`config.mk`:
```
export PLATFORM = sky130hd
export DESIGN_NAME = instr_fetch
export DESIGN_NICKNAME = d
export VERILOG_FILES = /design/src/rtl/fetch_pkg.sv /design/src/rtl/branch_resolve.sv /design/src/rtl/instr_fetch.sv
export SDC_FILE = /design/constraint.sdc
export NUM_CORES = 1
export LEC_CHECK = 0
export ABC_AREA = 1
export CORE_MARGIN = 2
export CORE_UTILIZATION = 39
export CTS_BUF_LIST = sky130_fd_sc_hd__clkbuf_16
export DETAILED_ROUTE_END_ITERATION = 6
export PLACE_DENSITY_LB_ADDON = 0.12
export SKIP_CTS_REPAIR_TIMING = 1
export SYNTH_ARGS = -nofsm -noshare
export SYNTH_HDL_FRONTEND = slang
export SYNTH_HIERARCHICAL = 1
export SYNTH_SLANG_ARGS = --single-unit
export TNS_END_PERCENT = 100
```
`constraint.sdc`:
```
create_clock -name clk -period 2 [get_ports clk]
set_input_delay 0.4 -clock clk [delete_from_list [all_inputs] [get_ports clk]]
set_output_delay 0.4 -clock clk [all_outputs]
set_load 0.01 [all_outputs]
```
`src/rtl/fetch_pkg.sv`:
```
// Shared types and constants for the instruction fetch stage.
package fetch_pkg;

  typedef enum logic [1:0] {
    IDLE = 2'd0,
    RUN  = 2'd1,
    HALT = 2'd2
  } fetch_state_t;

  localparam logic [8:0] HALT_INSTR_DEFAULT = 9'h1FF;

  // Values of the decoder's BranchFlag select
  localparam logic FLAG_ZERO = 1'b0;
  localparam logic FLAG_NEG  = 1'b1;

endpackage

```
`src/rtl/branch_resolve.sv`:
```
// Combinational branch resolution: decides taken and computes the next PC.
import fetch_pkg::*;

module branch_resolve #(
  parameter int PC_W  = 10,
  parameter int OFF_W = 8
) (
  input  logic             abs_branch,
  input  logic             rel_branch,
  input  logic             branch_invert,
  input  logic             flag_sel,
  input  logic             z,
  input  logic             n,
  input  logic [PC_W-1:0]  pc,
  input  logic [PC_W-1:0]  abs_target,
  input  logic [OFF_W-1:0] rel_offset,
  output logic             taken,
  output logic [PC_W-1:0]  next_pc
);

  logic            flag_val;
  logic [PC_W-1:0] rel_ext;

  assign flag_val = (flag_sel == FLAG_NEG) ? n : z;
  assign taken    = (abs_branch | rel_branch) & (flag_val ^ branch_invert);
  assign rel_ext  = {{(PC_W-OFF_W){rel_offset[OFF_W-1]}}, rel_offset};

  // Absolute wins when both branch kinds are flagged; all sums wrap at 2^PC_W.
  always_comb begin
    next_pc = pc + PC_W'(1);
    if (taken) begin
      if (abs_branch) next_pc = abs_target;
      else            next_pc = pc + rel_ext;
    end
  end

endmodule

```
`src/rtl/instr_fetch.sv`:
```
// PC / fetch stage with IDLE-RUN-HALT program control and z/n flag registers.
// Optional branch statistics counters: define INSTR_FETCH_BRANCH_STATS_EN.
import fetch_pkg::*;

module instr_fetch #(
  parameter int                 PC_W       = 10,
  parameter int                 INSTR_W    = 9,
  parameter int                 OFF_W      = 8,
  parameter logic [PC_W-1:0]    START_ADDR = '0,
  parameter logic [INSTR_W-1:0] HALT_INSTR = HALT_INSTR_DEFAULT
) (
  input  logic               clk,
  input  logic               reset,
  input  logic               start,
  input  logic               stall,
  input  logic [INSTR_W-1:0] instr_in,
  output logic [PC_W-1:0]    instr_addr,
  input  logic               abs_branch,
  input  logic               rel_branch,
  input  logic               branch_invert,
  input  logic               branch_flag,
  input  logic [PC_W-1:0]    abs_target,
  input  logic [OFF_W-1:0]   rel_offset,
  input  logic               flag_we,
  input  logic               alu_zero,
  input  logic               alu_neg,
`ifdef INSTR_FETCH_BRANCH_STATS_EN
  output logic [15:0]        branch_count,
  output logic [15:0]        taken_count,
`endif
  output logic               taken,
  output logic               running,
  output logic               done
);

  fetch_state_t    state, state_next;
  logic [PC_W-1:0] pc, pc_next, br_next_pc;
  logic            z, z_next, n, n_next;
  logic            br_taken;

  branch_resolve #(.PC_W(PC_W), .OFF_W(OFF_W)) u_branch (
    .abs_branch    (abs_branch),
    .rel_branch    (rel_branch),
    .branch_invert (branch_invert),
    .flag_sel      (branch_flag),
    .z             (z),
    .n             (n),
    .pc            (pc),
    .abs_target    (abs_target),
    .rel_offset    (rel_offset),
    .taken         (br_taken),
    .next_pc       (br_next_pc)
  );

  always_ff @(posedge clk or posedge reset) begin
    if (reset) begin
      state <= IDLE;
      pc    <= '0;
      z     <= 1'b0;
      n     <= 1'b0;
    end else begin
      state <= state_next;
      pc    <= pc_next;
      z     <= z_next;
      n     <= n_next;
    end
  end

  // Branches see the flags registered before this edge; flag_we affects later cycles only.
  always_comb begin
    state_next = state;
    pc_next    = pc;
    z_next     = z;
    n_next     = n;
    taken      = 1'b0;
    case (state)
      IDLE, HALT: begin
        if (start) begin
          state_next = RUN;
          pc_next    = START_ADDR;
          z_next     = 1'b0;
          n_next     = 1'b0;
        end
      end
      RUN: begin
        if (!stall) begin
          if (instr_in == HALT_INSTR) begin
            state_next = HALT;
          end else begin
            taken   = br_taken;
            pc_next = br_next_pc;
            if (flag_we) begin
              z_next = alu_zero;
              n_next = alu_neg;
            end
          end
        end
      end
      default: state_next = IDLE;
    endcase
  end

  assign instr_addr = pc;
  assign running    = (state == RUN);
  assign done       = (state == HALT);

`ifdef INSTR_FETCH_BRANCH_STATS_EN
  logic branch_cycle, restart;

  assign branch_cycle = (state == RUN) & ~stall & (instr_in != HALT_INSTR) & (abs_branch | rel_branch);
  assign restart      = (state != RUN) & start;

  always_ff @(posedge clk or posedge reset) begin
    if (reset) begin
      branch_count <= '0;
      taken_count  <= '0;
    end else if (restart) begin
      branch_count <= '0;
      taken_count  <= '0;
    end else begin
      if (branch_cycle && branch_count != 16'hFFFF) branch_count <= branch_count + 16'd1;
      if (taken && taken_count != 16'hFFFF)         taken_count  <= taken_count + 16'd1;
    end
  end
`endif

endmodule

```
# Word-level counts from Yosys, hierarchy flattened
# Index checks and enable logic that the tools add are counted.
[totals]
ff_bits = 14
input_bits = 38
out_inout_bits = 13
wordCells = 46
[classes]
addsub = 2
eq_ne = 8
mux = 23
bitwise_logic = 3
reduce_logical = 6
[ops]
columns = ["operator", "n"]
rows = [
  ["10-bit 2-to-1 mux", 5],
  ["10-bit one-hot mux with 2 select lines", 1],
  ["1-bit 2-to-1 mux", 11],
  ["10-bit by 1-bit adder with 10-bit output (second input constant)", 1],
  ["10-bit adder", 1],
  ["9-bit == test (second input constant)", 1],
  ["2-bit inequality test (second input constant)", 4],
  ["2-bit 2-to-1 mux", 3],
  ["5-bit AND reduction", 1],
  ["1-bit one-hot mux with 2 select lines", 2],
  ["2-bit one-hot mux with 2 select lines", 1],
  ["4-bit AND reduction", 1],
  ["3-bit AND reduction", 1],
  ["2-bit by 1-bit == test with 1-bit output (second input constant)", 1],
  ["2-bit == test (second input constant)", 1],
  ["2-bit logical NOT", 1],
  ["2-bit by 1-bit inequality test with 1-bit output (second input constant)", 1],
  ["2-bit nonzero test", 1],
  ["2-bit OR reduction", 1],
  ["1-bit AND", 1],
  ["1-bit OR", 1],
  ["1-bit XOR", 1],
]

# Logic depth before layout (Yosys ltp)
# Gate-level depths: netlist (run 1).
[depth]
ltp_word = 7
ltp_mapped = 13
depth_no_buf = 13

# Cells and area by module
# Netlist (run 1), hierarchy kept.
[modules_own_cells]
columns = ["mod", "n_inst", "cells_per_inst", "area_each_um2", "seq_area_each_um2"]
rows = [
  ["branch_resolve", 1, 160, 865.8, 0.0],
  ["instr_fetch", 1, 88, 708.2, 350.3],
]

# Worst setup path after synthesis (run 1)
# OpenSTA, ideal clock, no wires.
[synth_path]
kind = "flip-flop to flip-flop"
from = "register pc[0] (netlist: instr_addr[0])"
to = "register pc[6] (netlist: instr_addr[6])"
setup_time_ns = 0.117
arrival_ns = 1.788
required_time_ns = 1.883
path_slack_ns = 0.095
stages_incl_launch_ff = 11
path_buffers = 0
synth_period_minus_slack_ns = 1.905
cell_sequence = "dfrtp_1 -> ha_1 -> fa_1 -> nand3_1 -> nand3_1 -> nand3_1 -> a21oi_1 -> o21ai_0 -> nand2_1 -> nand4_1 -> nand2_1"
[synth_between]
elab_chain_len = 6
[synth_lines]
columns = ["element", "line", "rtl"]
rows = [
  ["start, declared", "instr_fetch.sv:37", "logic [PC_W-1:0] pc, pc_next, br_next_pc;"],
  ["start signal, assigned", "instr_fetch.sv:63", "pc <= pc_next;"],
  ["10-bit adder", "branch_resolve.sv:33", "else next_pc = pc + rel_ext;"],
  ["10-bit 2-to-1 mux", "branch_resolve.sv:32", "if (abs_branch) next_pc = abs_target;"],
  ["10-bit 2-to-1 mux (*)", "branch_resolve.sv:31", "if (taken) begin"],
  ["net br_next_pc[6]", "instr_fetch.sv:37", ""],
  ["10-bit 2-to-1 mux (*)", "instr_fetch.sv:87", "if (instr_in == HALT_INSTR) begin"],
  ["10-bit 2-to-1 mux (*)", "instr_fetch.sv:86", "if (!stall) begin"],
  ["10-bit one-hot mux with 2 select lines (*)", "instr_fetch.sv:76", "case (state)"],
]
# The timed path passes the listed nets; every way through them passes the cells marked *. The select of a mux whose other input is x is not followed.
# A chain may end at the register's enable or synchronous reset.

# Worst setup path in the final report (run 1)
[layout_path]
from = "input abs_branch"
to = "output taken"
[layout_between]
elab_chain_len = 5
[layout_lines]
columns = ["element", "line", "rtl"]
rows = [
  ["start, declared", "instr_fetch.sv:18", "input logic abs_branch,"],
  ["1-bit OR", "branch_resolve.sv:25", "assign taken = (abs_branch | rel_branch) & (flag_val ^ branch_invert);"],
  ["1-bit AND", "branch_resolve.sv:25", ""],
  ["net br_taken", "instr_fetch.sv:39", "logic br_taken;"],
  ["1-bit 2-to-1 mux", "instr_fetch.sv:87", ""],
  ["1-bit 2-to-1 mux", "instr_fetch.sv:86", ""],
  ["1-bit 2-to-1 mux", "instr_fetch.sv:76", ""],
  ["end, declared", "instr_fetch.sv:31", "output logic taken,"],
]
# The timed path passes the listed nets, and every way through them passes these cells.

==> flow_metrics.py, run 1 <==
metrics = {
    "status": {
        "status": "completed",
    },
    "power": {
        "seq_power_share_pct": 20.0,
        "peakVddDrop_v": 0.000397,
        "swShare_pct": 40.6,
        "p_sw_mw": 0.930,
        "power_leakage_nw": 1.24,
        "combPwrFrac_pct": 63.5,
        "internal_power_mw": 1.36,
        "pwr-share-clk_pct": 16.5,
        "power_density_mw_per_mm2": 915,
    },
    "timing": {
        "finalHoldViolCount": 0,
        "final.min_clock_period_ps": 1900,
        "fin_skew_ps": 5.59,
        "slew_headroom_pct": 61.1,
        "rsz0062_at_grt": "no",
        "max_slew.worst_pin.slew_ps": 582,
        "slew_violations": 0,
        "setup_tns_ps": 0,
        "max_freq_mhz": 527,
        "setup_viol": 0,
        "timing.final.crit_share_pct": 94.8,
    },
    "route": {
        "wl_per_cell_um": 12.6,
        "wirelength_um": 4700,
        "num_vias": 1832,
        "first_pass_iters": 4,
        "via_per_inst": 4.91,
        "ant_nets": 0,
        "drt-initial-drc-count": 46,
        "route.detailed.drc": 0,
    },
    "placed_design": {
        "gp_congestion": 0.802,
        "dp.cells": 369,
        "portBuffers": 50,
        "dpl.hpwl_um": 3600,
    },
    "finish": {
        "layout.nets": 374,
        "stdcell_count": 373,
        "drive_gt1_share_pct": 18.0,
        "antenna_cells": 0,
        "syn2layout_area_growth_pct": 59.0,
    },
    "floorplan": {
        "ioPinCount": 51,
        "fp.coreArea_mm2": 0.00394,
        "dieWidth_um": 67.5,
        "rows": 23,
        "die_y_um": 67.5,
        "dieArea_mm2": 0.00456,
        "initial_core_util_pct": 39.9,
    },
    "clock_tree": {
        "numCtsBuffers": 3,
        "cts.root.buffer_cell": "clkbuf_16",
        "h-tree-depth": 1,
        "cts_tree": "done",
        "clk_pin_slew_ps": 50,
        "cts_sinks": 14,
        "clock_path_buffers": 2,
        "clkLatencyLatePin_ps": 240,
    },
    "grt": {
        "grt_max_degree": 16,
        "first_global_vias": 1652,
        "grt_usage_pct": 21.0,
        "grt_pass1_wl_um": 7280,
        "antenna_found_initial": 0,
        "grt_overflow": 0,
    },
    "synth": {
        "synth_top_family_by_area": "simple AND/OR/NAND/NOR gates",
        "ys_seq_elements": 14,
        "synth_area_mm2": 0.00157,
        "synth.yosys.warnings": 6,
        "syn_inst": 248,
        "synth_seq_area_share_pct": 22.3,
        "synth-compound-area-share_pct": 9.06,
        "yosysUniqueCellTypes": 32,
        "synth.area.mux_share_pct": 0,
        "synthAdderAreaFrac_pct": 9.22,
        "synthSimpleGateAreaFrac_pct": 46.1,
        "avgSynthCellArea_um2": 6.35,
        "synth_xor_area_share_pct": 4.45,
        "synth_fp_nets": 297,
    },
    "worst_setup_path": {
        "crit_type": "input port to output port",
        "crit_path_end_kind": "output port",
        "crit_family": "buffers and inverters",
        "cp_cell_sequence": "clkdlybuf4s50_1 > or2_1 > nand3_2 > inv_2 > nand3_1 > nor2_1 > clkbuf_2",
        "slowest_delay_ps": 510,
        "critPathBufInv": 3,
        "critical_path_arrival_ps": 1500,
        "start_kind": "input port",
        "slowest_stage": "clkdlybuf4s50_1",
        "cp_max_fo": 2,
        "worstPathRequired_ps": 1600,
    },
    "hold_path": {
        "hold_class": "register to register",
    },
    "run": {
        "max_cap_viol_count": 0,
    },
}
worst paths after layout:
path | startpoint | to | slack (ps) | depth (start not counted)
max | abs_branch | taken | 100 | 7
min | z | z | 470 | 2
max reg2reg | instr_addr[0] | instr_addr[2] | 170 | 9
min reg2reg | z | z | 470 | 2
max in group asynchronous | reset | instr_addr[6] | 1090 | 2
min in group asynchronous | reset | instr_addr[8] | 520 | 2
cell type report:
class	count	area, um2
well taps	50	62.6
repair buffers	76	711
fillers	374	1440
clock buffers	3	75.1
flip-flops and latches	14	350
multi-input cells	200	1190
inverters	30	113
worst reg2reg max path, cell delays in order, from the launching register on:
cell	delay (ps)
dfrtp_1	380
ha_2	210
fa_2	400
buf_4	140
xnor2_1	150
nand2_1	70
o211ai_1	100
o21ai_0	110
nand4_1	100
nand2_1	60
Yosys cell counts:
library cell,count,area share [%]
a21oi_1,5,1.6
a21oi_2,1,0.56
buf_2,1,0.32
buf_4,1,0.48
buf_6,1,0.72
clkbuf_1,1,0.24
dfrtp_1,14,22
fa_1,1,1.3
ha_1,10,7.9
inv_1,26,6.2
inv_2,4,0.95
nand2_1,76,18
nand2_2,2,0.79
nand2_4,1,0.72
nand3_1,25,7.9
nand3_2,1,0.64
nand3b_1,2,0.95
nand4_1,12,4.8
nand4_2,1,0.79
nand4_4,1,1.4
nor2_1,29,6.9
nor2_2,3,1.2
nor2_4,1,0.72
o211ai_1,4,1.9
o21a_1,1,0.48
o21ai_0,9,2.9
o22ai_1,3,1.2
o31ai_1,1,0.48
or2_1,2,0.79
or2_2,1,0.40
xnor2_1,2,1.1
xor2_1,6,3.3
sequential cells by signal, summed over array words and instances (netlist names):
register,count
n,1
z,1
state,2
instr_addr,10
placed cells by master (no fill, tap or decap):
master,instances
nand3_1,21
clkbuf_2,1
nand4_1,12
o31ai_1,1
nor2_1,29
clkbuf_16,3
nor2_2,3
ha_2,1
a21oi_2,1
o21a_1,1
ha_4,6
or2_1,2
nand2_1,76
o211ai_1,4
nand4_2,1
nand4_4,1
nand3b_1,2
nand3_2,4
xnor2_1,2
nand2_2,2
inv_2,4
o21ai_0,8
buf_4,25
nand3_4,1
o22ai_1,3
nand2_4,1
inv_1,26
nor2_4,1
buf_12,1
fa_2,1
clkdlybuf4s50_1,46
dlymetal6s2s_1,3
xor2_1,6
dfrtp_1,14
a21oi_1,5
ha_1,3
o21ai_1,1
or2_2,1
through the flow:
stage	worst slack [ps]	util [%]	area (um2)	power (mW)	hold WS (ps)
after floorplan	94.6	-	1570	1.19	289
after global placement	-328	58.6	2310	1.76	459
after detailed placement	-342	58.6	2310	1.76	458
after CTS	-358	60.5	2380	2.15	471
after global routing	22.8	63.5	2500	2.49	498
final	103	63.5	2500	2.29	466
power by group through the flow:
stage / combinational, mW / sequential (mW) / clock, mW
detailed placement: 1.32 / 0.440 / 0
CTS: 1.34 / 0.437 / 0.378
global placement: 1.32 / 0.439 / 0
floorplan: 0.692 / 0.503 / 0
finish: 1.45 / 0.458 / 0.379
global route: 1.62 / 0.470 / 0.396
logic make-up after synthesis:
group	after synthesis
compound gates	24
xor+xnor	8
fa+ha+maj	11
buf+inv	34
flops	14
simple gates	157
layer usage:
layer / vias to the layer above / wire length, um / GRT usage [%]
met1: 822 / 2160 / 28.5
met5: - / 0 / 0
met3: 2 / 219 / 2.83
li1: 965 / - / -
met2: 43 / 2310 / 36.2
met4: 0 / 12 / 3.06
Note: power is estimated with default switching activity, not from simulation.
==> run 2: changes to the inputs <==
CTS_CLUSTER_SIZE = 16   (was not set)
==> results of run 2 <==
Same layout as run 1: the final DEF is identical, and so are final timing and power.
==> run 3: changes to the inputs <==
CTS_CLUSTER_SIZE = not set   (was 16)
==> results of run 3 <==
Same layout as run 1: the final DEF is identical, and so are final timing and power.
